===== src/rtl/fifo_burst_reader.sv =====
// fifo_burst_reader: pops a fixed-length burst from a synchronous FIFO and
// streams it out on a valid/ready interface, marking the final word.
// A 2-entry skid buffer hides the FIFO's one-cycle read latency so the
// stream can sustain one word per clock.
module fifo_burst_reader #(
  parameter int DATA_W = 16,
  parameter int LEN_W  = 8
) (
  input  logic              clk_i,
  input  logic              rst_i,
  input  logic              start_i,
  input  logic [LEN_W-1:0]  len_i,
  output logic              busy_o,
  output logic              done_o,
  input  logic              fifo_empty_i,
  output logic              fifo_rd_en_o,
  input  logic [DATA_W-1:0] fifo_data_i,
  output logic              m_valid_o,
  input  logic              m_ready_i,
  output logic [DATA_W-1:0] m_data_o,
  output logic              m_last_o
);

  localparam logic [1:0] ST_IDLE  = 2'd0;
  localparam logic [1:0] ST_RUN   = 2'd1;
  localparam logic [1:0] ST_DRAIN = 2'd2;

  logic [1:0]        state_q, state_d;
  logic [LEN_W-1:0]  issue_cnt_q, issue_cnt_d;
  logic [LEN_W-1:0]  deliver_cnt_q, deliver_cnt_d;
  logic [1:0]        occ_q, occ_d;
  logic              inflight_q, inflight_d;
  logic              done_q, done_d;
  logic [DATA_W-1:0] head_q, head_d;
  logic [DATA_W-1:0] tail_q, tail_d;

  logic              pop;
  logic              rd_en;
  logic [2:0]        level;

  // Stream handshake and the pop rule: issue only if the buffer can still
  // take the word once everything already requested has landed.
  always_comb begin
    pop   = (occ_q != 2'd0) && m_ready_i;
    level = {1'b0, occ_q} + {2'b00, inflight_q} - {2'b00, pop};
    rd_en = (state_q == ST_RUN) && !fifo_empty_i &&
            (issue_cnt_q != '0) && (level < 3'd2);
  end

  // Skid buffer: head is the word on the stream, tail holds the second one.
  always_comb begin
    head_d     = head_q;
    tail_d     = tail_q;
    occ_d      = occ_q;
    inflight_d = rd_en;
    if (inflight_q && !pop) begin
      if (occ_q == 2'd0) begin
        head_d = fifo_data_i;
      end else begin
        tail_d = fifo_data_i;
      end
      occ_d = occ_q + 2'd1;
    end else if (!inflight_q && pop) begin
      head_d = tail_q;
      occ_d  = occ_q - 2'd1;
    end else if (inflight_q && pop) begin
      if (occ_q == 2'd1) begin
        head_d = fifo_data_i;
      end else begin
        head_d = tail_q;
        tail_d = fifo_data_i;
      end
    end
  end

  // Burst control: IDLE accepts a request, RUN issues reads, DRAIN waits for
  // the last word to be accepted by the sink.
  always_comb begin
    state_d       = state_q;
    issue_cnt_d   = issue_cnt_q;
    deliver_cnt_d = deliver_cnt_q;
    done_d        = 1'b0;
    if (pop && (deliver_cnt_q != '0)) begin
      deliver_cnt_d = deliver_cnt_q - 1'b1;
    end
    case (state_q)
      ST_IDLE: begin
        if (start_i) begin
          if (len_i != '0) begin
            issue_cnt_d   = len_i;
            deliver_cnt_d = len_i;
            state_d       = ST_RUN;
          end else begin
            done_d = 1'b1;
          end
        end
      end
      ST_RUN: begin
        if (rd_en) begin
          issue_cnt_d = issue_cnt_q - 1'b1;
          if (issue_cnt_q == {{(LEN_W-1){1'b0}}, 1'b1}) begin
            state_d = ST_DRAIN;
          end
        end
      end
      ST_DRAIN: begin
        if (pop && (deliver_cnt_q == {{(LEN_W-1){1'b0}}, 1'b1})) begin
          state_d = ST_IDLE;
          done_d  = 1'b1;
        end
      end
      default: state_d = ST_IDLE;
    endcase
  end

  // State registers; reset discards any burst in progress.
  always_ff @(posedge clk_i or posedge rst_i) begin
    if (rst_i) begin
      state_q       <= ST_IDLE;
      issue_cnt_q   <= '0;
      deliver_cnt_q <= '0;
      occ_q         <= 2'd0;
      inflight_q    <= 1'b0;
      done_q        <= 1'b0;
      head_q        <= '0;
      tail_q        <= '0;
    end else begin
      state_q       <= state_d;
      issue_cnt_q   <= issue_cnt_d;
      deliver_cnt_q <= deliver_cnt_d;
      occ_q         <= occ_d;
      inflight_q    <= inflight_d;
      done_q        <= done_d;
      head_q        <= head_d;
      tail_q        <= tail_d;
    end
  end

  assign busy_o       = (state_q != ST_IDLE);
  assign done_o       = done_q;
  assign fifo_rd_en_o = rd_en;
  assign m_valid_o    = (occ_q != 2'd0);
  assign m_data_o     = head_q;
  assign m_last_o     = (occ_q != 2'd0) && (deliver_cnt_q == {{(LEN_W-1){1'b0}}, 1'b1});

endmodule


===== config.mk =====
export PLATFORM = sky130hd
export DESIGN_NAME = fifo_burst_reader
export DESIGN_NICKNAME = d
export VERILOG_FILES = /design/src/rtl/fifo_burst_reader.sv
export SDC_FILE = /design/constraint.sdc
export NUM_CORES = 1
export LEC_CHECK = 0
export ABC_AREA = 1
export CORE_MARGIN = 5
export CORE_UTILIZATION = 48
export CTS_BUF_LIST = sky130_fd_sc_hd__clkbuf_4 sky130_fd_sc_hd__clkbuf_8 sky130_fd_sc_hd__clkbuf_16
export DETAILED_ROUTE_END_ITERATION = 8
export PLACE_DENSITY = 0.76
export SYNTH_ARGS = -nofsm -noshare
export SYNTH_HDL_FRONTEND = slang
export SYNTH_SLANG_ARGS = --single-unit

===== constraint.sdc =====
create_clock -name clk_i -period 3 [get_ports clk_i]
set_input_delay 0.6 -clock clk_i [delete_from_list [all_inputs] [get_ports clk_i]]
set_output_delay 0.6 -clock clk_i [all_outputs]
set_load 0.01 [all_outputs]

==> flow_summary.toml <==
[critical_path]
crit_arrival_ns = 2.49
r2r_slack_ns = 0.30
rr_worst_depth = 18
r2r_end = "issue_cnt_q[4]"
timing.critical_path.required_ns = 2.40
path_cells = "inv_2 -> ha_4 -> inv_4 -> nand2_4 -> ha_4 -> or2_4 -> fa_1 -> inv_1 -> nor2_1 -> nand2_1 -> nor2_1 -> nand2_1 -> inv_2 -> buf_6"
cpPeakStageDelay_ns = 0.47
critPathLaunchType = "flop"
critPathMaxFanout = 2
critical_path_class = "flop to output port"
critPathSlowestCell = "fa_1"
crit_end = "fifo_rd_en_o"
endpoint_kind = "output port"
crit_cells = 14
setup.worst_path.start = "occ_q[0]"
worstReg2RegStart = "occ_q[0]"
path_delay_family = "adder cells"
critPathBufInv = 5

[floorplan]
die_x_um = 89.5
die-area_um2 = 8000
die_h_um = 89.5
initial_core_util_pct = 48.6
core_um2 = 6240
fp-row-count = 29
pin_count = 50

[clock_network]
cts.clk_slew.worst_paths_ns = 0.10
clkSinkCount = 54
cts_buffers = 5
cts_tree = "done"
cts.path.max_buffers = 2
root_buffer = "clkbuf_8"
cts.htree.levels = 2
cts_hold_buffers = 0
clk_latency_ns = 0.31

[detailed_routing]
first_iter_violations = 109
via_per_inst = 5.16
first_pass_iters = 5
routed_wl_mm = 7.02
wire_per_inst_um = 12.9
drc = 0
vias = 2804
ant_nets = 0

[placed_design]
preCtsSetupSlack_ns = -0.842
place_congestion = 0.888
hpwl_mm = 5.02
port_buffers = 49

[timing]
fin_ws_ns = -0.0861
worst_pin_slew_ns = 1.19
fin_crit_sh_pct = 103
finalMaxSlewViolations = 0
grt_setup_unrepaired = "true"
period_minus_slack_ns = 3.09
whs_ns = 0.484
finalSetupViolations = 1
max_freq_mhz = 324
fin_worst_skew_ns = 0.00440
slew_headroom_pct = 20.5
hold_viol_final = 0

[logic_synthesis]
ys_types = 29
avgSynthCellArea_um2 = 7.56
ys_ff_latch = 54
synth_fp_nets = 440
synth_seq_area_share_pct = 44.6
synth_cells = 401
synth_area_um2 = 3030
yosys_warnings = 0

[grt]
grt_usage_pct = 18.9
grt_remaining_overflow = 0
grt_pass1_vias = 2848
grt_max_degree = 55
antenna_found_initial = 0
grt_pass1_wl_mm = 12.2

[final_layout]
num_antenna_cells = 0
area_growth_pct = 27.3
multi_input_comb_area_um2 = 1520
drive_gt1_share_pct = 11.8
mostFrequentLayoutCell = "nand2_1"
seq_area_um2 = 1350
final_nets = 504
final_cell_mix = "nand2_1 (135), dfrtp_1 (54), nand3_1 (48)"
nFillCells = 565

[hold_path]
worstHoldStart = "tail_q[4]"
hp-class = "flop to flop"

[pwr]
powerDensity_nw_per_um2 = 1090
ir_worst_vdd_mv = 0.547
leakagePower_nw = 1.88
total_power_w = 0.00422

[run]
drv_cap = 0

[outcome]
violations = "negative setup slack"
outcome = "finished, violations left"
[through the flow]
step | utilization [%] | cell area [um2] | instances | setup TNS, ns
3_3_place_gp | 59.3 | 3700 | 534 | -3.03
6_report | 61.8 | 3860 | 543 | -0.0861
2_1_floorplan | - | 3030 | 401 | 0
4_1_cts | 61.8 | 3860 | 545 | -0.135
3_5_place_dp | 59.3 | 3700 | 534 | -3.65
5_1_grt | 61.8 | 3860 | 543 | -0.262
[routing by layer]
metal	wire [um]	GRT usage [%]
met5	0	0
met4	48	5.14
met3	465	3.32
met2	3410	34.1
met1	3100	23.1
[cells by family (layout without fill, tap and decap cells)]
family                   after synthesis  after routing  synth area share [%]
AND/OR/NAND/NOR                      244            244                  34.4
flip-flops                            54             54                  44.6
buffers and inverters                 47            112                  6.89
AO/OA/AOI/OAI                         40             40                  8.01
adder cells (fa/ha/maj)               10             10                  4.37
XOR/XNOR                               5              5                  1.44
multiplexers                           1              1                 0.330
[worst register-to-register path: stages, from the launching register on]
cell     delay (ns)
dfrtp_1        0.40
inv_2          0.09
ha_4           0.16
inv_4          0.04
nand2_4        0.06
ha_4           0.20
or2_4          0.24
fa_1           0.47
inv_1          0.04
nor2_1         0.09
nand2_1        0.06
nor2_1         0.09
nand2_1        0.09
buf_4          0.15
nand2_4        0.06
nand2_4        0.05
buf_6          0.14
buf_6          0.11
o21ai_2        0.11
[worst min path at each step]
stage | endpoint | cells past startpoint
after floorplan | tail_q[0] | 2
after global placement | tail_q[14] | 2
after detailed placement | tail_q[8] | 2
after CTS | tail_q[8] | 2
after global routing | tail_q[8] | 2
final | tail_q[4] | 2
[synth_stat cells, drive strengths merged]
cell / instances / area [um2]
nand2: 142 / 574
dfrtp: 54 / 1350
nand3: 48 / 240
nor2: 46 / 178
inv: 35 / 131
o21ai: 19 / 106
a31oi: 17 / 106
buf: 9 / 66.3
ha: 9 / 113
nand4: 5 / 31.3
xor2: 4 / 35.0
clkbuf: 3 / 11.3
a21oi: 2 / 10.0
or2: 2 / 12.5
fa: 1 / 20.0
mux2i: 1 / 10.0
nor4: 1 / 6.26
o211ai: 1 / 7.51
o22ai: 1 / 12.5
xnor2: 1 / 8.76
[registers in the layout, summed over array words and instances (netlist names)]
register       count
deliver_cnt_q      8
done_o             1
inflight_q         1
issue_cnt_q        8
m_data_o          16
occ_q              2
state_q            2
tail_q            16
[cell type report]
| cell class | instances | share of cell area (%) |
|---|---|---|
| inverters | 35 | 3.47 |
| clock inverters | 2 | 0.422 |
| well taps | 77 | 2.50 |
| repair buffers | 69 | 17.1 |
| multi-input cells | 300 | 39.3 |
| flip-flops and latches | 54 | 35.0 |
| clock buffers | 6 | 2.14 |
[report_power, final]
group | total [W] | switching, W | internal, W
clock | 0.000443 | 0.000252 | 0.000191
sequential | 0.00132 | 0.000228 | 0.00109
combinational | 0.00246 | 0.00139 | 0.00107
[timing repair]
action,CTS,global route
pin swaps,4,5
setup buffers,3,1
setup endpoints to repair,3,10
resized for setup,17,3
Note: power is estimated with default switching activity, not from simulation.
